File: config.mk
export PLATFORM = sky130hd
export DESIGN_NAME = pipe_skid_reg
export DESIGN_NICKNAME = d
export VERILOG_FILES = /design/src/rtl/pipe_pkg.sv /design/src/rtl/sat_counter.sv /design/src/rtl/pipe_skid_reg.sv
export SDC_FILE = /design/constraint.sdc
export NUM_CORES = 1
export LEC_CHECK = 0
export CORE_MARGIN = 2
export CORE_UTILIZATION = 55
export DETAILED_ROUTE_END_ITERATION = 7
export HOLD_SLACK_MARGIN = 0.08
export PLACE_DENSITY = 0.88
export SYNTH_ARGS = -nofsm -noshare
export SYNTH_HDL_FRONTEND = slang
export SYNTH_SLANG_ARGS = --single-unit
File: constraint.sdc
create_clock -name clk -period 3.5 [get_ports clk]
set_input_delay 0.7 -clock clk [delete_from_list [all_inputs] [get_ports clk]]
set_output_delay 0.7 -clock clk [all_outputs]
set_load 0.005 [all_outputs]
File: src/rtl/pipe_pkg.sv
// Shared pipeline definitions: global widths,
// skid-register state encoding and occupancy helper.
package pipe_pkg;

  localparam int XLEN = 32;
  localparam int ILEN = 32;
  localparam int OCC_W = 2;

  typedef enum logic [1:0] {
    EMPTY = 2'd0,
    FULL  = 2'd1,
    SKID  = 2'd2
  } skid_state_t;

  function automatic logic [OCC_W-1:0] occ_of(
    input skid_state_t s
  );
    logic [OCC_W-1:0] o;
    o = '0;
    unique case (s)
      EMPTY:   o = 2'd0;
      FULL:    o = 2'd1;
      SKID:    o = 2'd2;
      default: o = 2'd0;
    endcase
    return o;
  endfunction

endpackage

File: src/rtl/sat_counter.sv
// Saturating up-counter with sync clear.
// Ports: clk, rst (async low), inc, clr, cnt[W-1:0].
module sat_counter #(
  parameter int W = 16
) (
  input  logic         clk,
  input  logic         rst,
  input  logic         inc,
  input  logic         clr,
  output logic [W-1:0] cnt
);

  always_ff @(posedge clk or negedge rst) begin
    if (!rst) begin
      cnt <= '0;
    end else if (clr) begin
      cnt <= '0;
    end else if (inc && !(&cnt)) begin
      cnt <= cnt + 1'b1;
    end
  end

endmodule

File: src/rtl/pipe_skid_reg.sv
// Two-entry skid pipeline register, valid/ready both sides.
// Ports: clk, rst, flush, in_*, out_*, occ, stall_cnt.
module pipe_skid_reg
  import pipe_pkg::*;
#(
  parameter int DATA_W = XLEN + ILEN,
  parameter logic [DATA_W-1:0] BUBBLE = '0,
  parameter int CNT_W = 16
) (
  input  logic              clk,
  input  logic              rst,
  input  logic              flush,
  input  logic              in_valid,
  output logic              in_ready,
  input  logic [DATA_W-1:0] in_data,
  output logic              out_valid,
  input  logic              out_ready,
  output logic [DATA_W-1:0] out_data,
  output logic [OCC_W-1:0]  occ,
  output logic [CNT_W-1:0]  stall_cnt
);

  skid_state_t st, st_nx;
  logic [DATA_W-1:0] main_q, main_d;
  logic [DATA_W-1:0] skid_q, skid_d;

  always_ff @(posedge clk or negedge rst) begin
    if (!rst) begin
      st     <= EMPTY;
      main_q <= BUBBLE;
      skid_q <= BUBBLE;
    end else begin
      st     <= st_nx;
      main_q <= main_d;
      skid_q <= skid_d;
    end
  end

  always_comb begin
    st_nx  = st;
    main_d = main_q;
    skid_d = skid_q;
    if (flush) begin
      st_nx  = EMPTY;
      main_d = BUBBLE;
      skid_d = BUBBLE;
    end else begin
      unique case (st)
        EMPTY: begin
          if (in_valid) begin
            main_d = in_data;
            st_nx  = FULL;
          end
        end
        FULL: begin
          unique case (1'b1)
            in_valid && out_ready: begin
              main_d = in_data;
            end
            in_valid && !out_ready: begin
              skid_d = in_data;
              st_nx  = SKID;
            end
            !in_valid && out_ready: begin
              st_nx = EMPTY;
            end
            default: ;
          endcase
        end
        SKID: begin
          // head leaves; skid entry moves up
          if (out_ready) begin
            main_d = skid_q;
            skid_d = BUBBLE;
            st_nx  = FULL;
          end
        end
        default: st_nx = EMPTY;
      endcase
    end
  end

  assign in_ready  = (st != SKID);
  assign out_valid = (st != EMPTY);
  assign occ       = occ_of(st);
  assign out_data  = out_valid ? main_q : BUBBLE;

  sat_counter #(
    .W(CNT_W)
  ) u_stall (
    .clk(clk),
    .rst(rst),
    .inc(out_valid && !out_ready),
    .clr(1'b0),
    .cnt(stall_cnt)
  );

endmodule

==> results.yml <==
setup_path:
  crit_path_max_fanout: 48
  end_kind: "output pin"
  cp_cell_sequence: "inv_1 -> ha_2 -> buf_12 -> nor2b_1 -> clkdlybuf4s50_1"
  worst-r2r-setup-slack_ps: 790
  regToRegEndpoint: "skid_q[9]"
  path_buf_inv: 3
  path_delay_family: "buffers and inverters"
  max_stage_delay_ps: 520
  r2r-start: "st[0]"
  worstSetupPathType: "flop to output pin"
  cp.required_ps: 2800
  cp-start-kind: "flop"
  cp.depth: 5
  arrival_ps: 2410
  crit_path_top_delay_cell: "ha_2"
  r2r_cells: 7
outcome:
  outcome: "complete, no violations"
grt:
  antenna_found_initial: 0
  track_usage_pct: 24.45
  grt_max_degree: 89
  grt_first_pass_wirelength_um: 28100
  grt-ovfl-total: 0
  grt_pass1_vias: 5548
worst_hold_path:
  hp-class: "input pin to asynchronous set/reset pin"
cells_and_area:
  final-seq-area_um2: 3654
  final_core_util_pct: 72.81
  multi_input_area_um2: 3460
  antenna_cells: 0
  drive_above_1_share_pct: 12.28
  area_growth_pct: 29.64
  fillCellCount: 933
  num-nets-final: 933
synthesis:
  ys_types: 32
  syn_area_per_cell_um2: 10.11
  yosysWarnings: 0
  synth-seq-cells: 146
  synthArstFlopShare_pct: 100.0
  syn-cell-area_um2: 7408
  synth_ff_type: "dfrtp_1"
  syn-instance-count: 733
  synth_edf_count: 0
  yosysSeqAreaShare_pct: 49.32
  synth_nets: 808
drt:
  drcViolationCount: 0
  via_per_inst: 5.403
  wl_per_cell_um: 16.01
  postRouteWirelength_um: 16760
  routed-via-count: 5657
  final_antenna_net_count: 0
  drtIter0Drc: 386
  drtPass1Iterations: 4
timing:
  fmax_mhz: 321.5
  min_period_ps: 3111
  finalClockSkew_ps: 4.855
  setup_tns_ps: 0
  relSlewSlack_pct: 47.01
  setup_violations: 0
  post-route-period-util_pct: 88.87
  hold_viol_final: 0
  worst_pin_slew_ps: 794.8
  rsz0062_at_grt: "false"
  slew_viol_final: 0
place:
  routabilityCongestion: 0.7880
  place_hpwl_um: 10560
  port_buffers: 152
clock_network:
  post_cts_buffers: 0
  cts.sink_count: 146
  ctsHtreeMaxLevel: 4
  hold_buffers: 0
  root_buffer: "clkbuf_16"
  clk_pin_slew_ps: 60
  clk_latency_ps: 420
  clock_path_buffers: 2
  post_cts_resized: 0
  cts_buffers: 17
  cts_tree: "yes"
floorplan:
  die_w_um: 120.1
  start_util_pct: 56.17
  dieArea_um2: 14410
  rows: 42
  core_um2: 13190
  io_pins: 153
  die_y_um: 120.1
job:
  drv_cap: 0
pwr:
  ir_drop_v: 0.0003338
  power.density_nw_per_um2: 666.8
  total_leakage_power_nw: 3.911
-- state kept, by name, summed over array words and instances, names as in the netlist --
name,flops
st,2
u_stall.cnt,16
main_q,64
skid_q,64
-- report_power, final --
group	internal, mW	leakage [nW]	switching (mW)
clock	1.09	0.284	0.660
combinational	1.09	1.72	1.21
sequential	2.10	1.91	0.253
-- per-stage QoR --
| stage | power [mW] | instance area (um2) | setup slack, ps | std cells | hold slack [ps] |
|---|---|---|---|---|---|
| 2_1_floorplan | 3.878 | 7408 | 1434 | 733 | 404.4 |
| 3_3_place_gp | 4.595 | 9032 | 651.1 | 1015 | 461.2 |
| 3_5_place_dp | 4.676 | 9032 | 577.4 | 1015 | 470.4 |
| 4_1_cts | 6.446 | 9604 | 368.1 | 1047 | 373.1 |
| 5_1_grt | 6.783 | 9604 | 260.7 | 1047 | 399.1 |
| 6_report | 6.404 | 9604 | 389.5 | 1047 | 329.4 |
-- cell usage after synthesis (all sizes together) (6+ instances only) --
cell / instances / area share, %
dfrtp: 146 / 49
nand2: 135 / 6.8
nor2: 75 / 3.8
nor2b: 67 / 5.7
mux2i: 66 / 8.9
a211oi: 65 / 10
o21ai: 64 / 4.3
buf: 29 / 2.7
clkbuf: 29 / 1.5
xor2: 12 / 1.4
inv: 7 / 0.35
nor3: 7 / 0.47
ha: 6 / 1.0
nand3: 6 / 0.41
-- placed cells by master, fill, tap and decap left out, types with 6 or more instances in the layout --
master / count
a211oi_1: 9
mux2i_1: 66
buf_4: 8
nand3_1: 6
nor2_1: 74
xor2_1: 12
inv_1: 7
dfrtp_1: 146
o21ai_0: 62
clkdlybuf4s50_1: 150
nor2b_1: 67
clkbuf_8: 6
nor3_1: 7
nand2_1: 135
a211oi_2: 56
clkbuf_16: 17
-- cell type report --
type                    count  area share, %
flip-flops and latches    146          38.04
multi-input cells         522          36.02
clock buffers              28          5.485
well taps                 176          2.293
clock inverters             4         0.4690
inverters                   7         0.2736
repair buffers            164          17.42
-- worst register-to-register path: cells and delay by family, from the launching register on --
family,cells,cell delay (ps)
flip-flops,1,430
adder cells (fa/ha/maj),1,630
buffers and inverters,2,670
AO/OA/AOI/OAI,2,500
AND/OR/NAND/NOR,2,390
-- per-layer routing --
metal  GRT usage (%)  part of all wire, %
met1           33.35                   45
met2           38.96                   49
met3           5.038                  4.2
met4           8.603                  1.8
met5               0                    0
-- cell families (layout without fill, tap and decap cells) --
| family | after synthesis | in the layout | synth area share (%) |
|---|---|---|---|
| simple gates | 299 | 299 | 18.31 |
| flops | 146 | 146 | 49.32 |
| compound gates | 135 | 135 | 15.94 |
| mux | 67 | 67 | 9.120 |
| buf+inv | 65 | 203 | 4.526 |
| xor+xnor | 15 | 15 | 1.773 |
| fa+ha+maj | 6 | 6 | 1.013 |
-- how the worst max path moves through the flow --
stage                         start           end  slack, ps
after detailed placement  out_ready    main_q[48]        580
after CTS                     st[0]  out_data[32]        370
after floorplan               st[0]      in_ready       1430
after global placement    out_ready    main_q[47]        650
after global routing          st[0]   out_data[0]        260
final                         st[0]   out_data[0]        390
No activity file was read; power rests on OpenSTA's default activity.
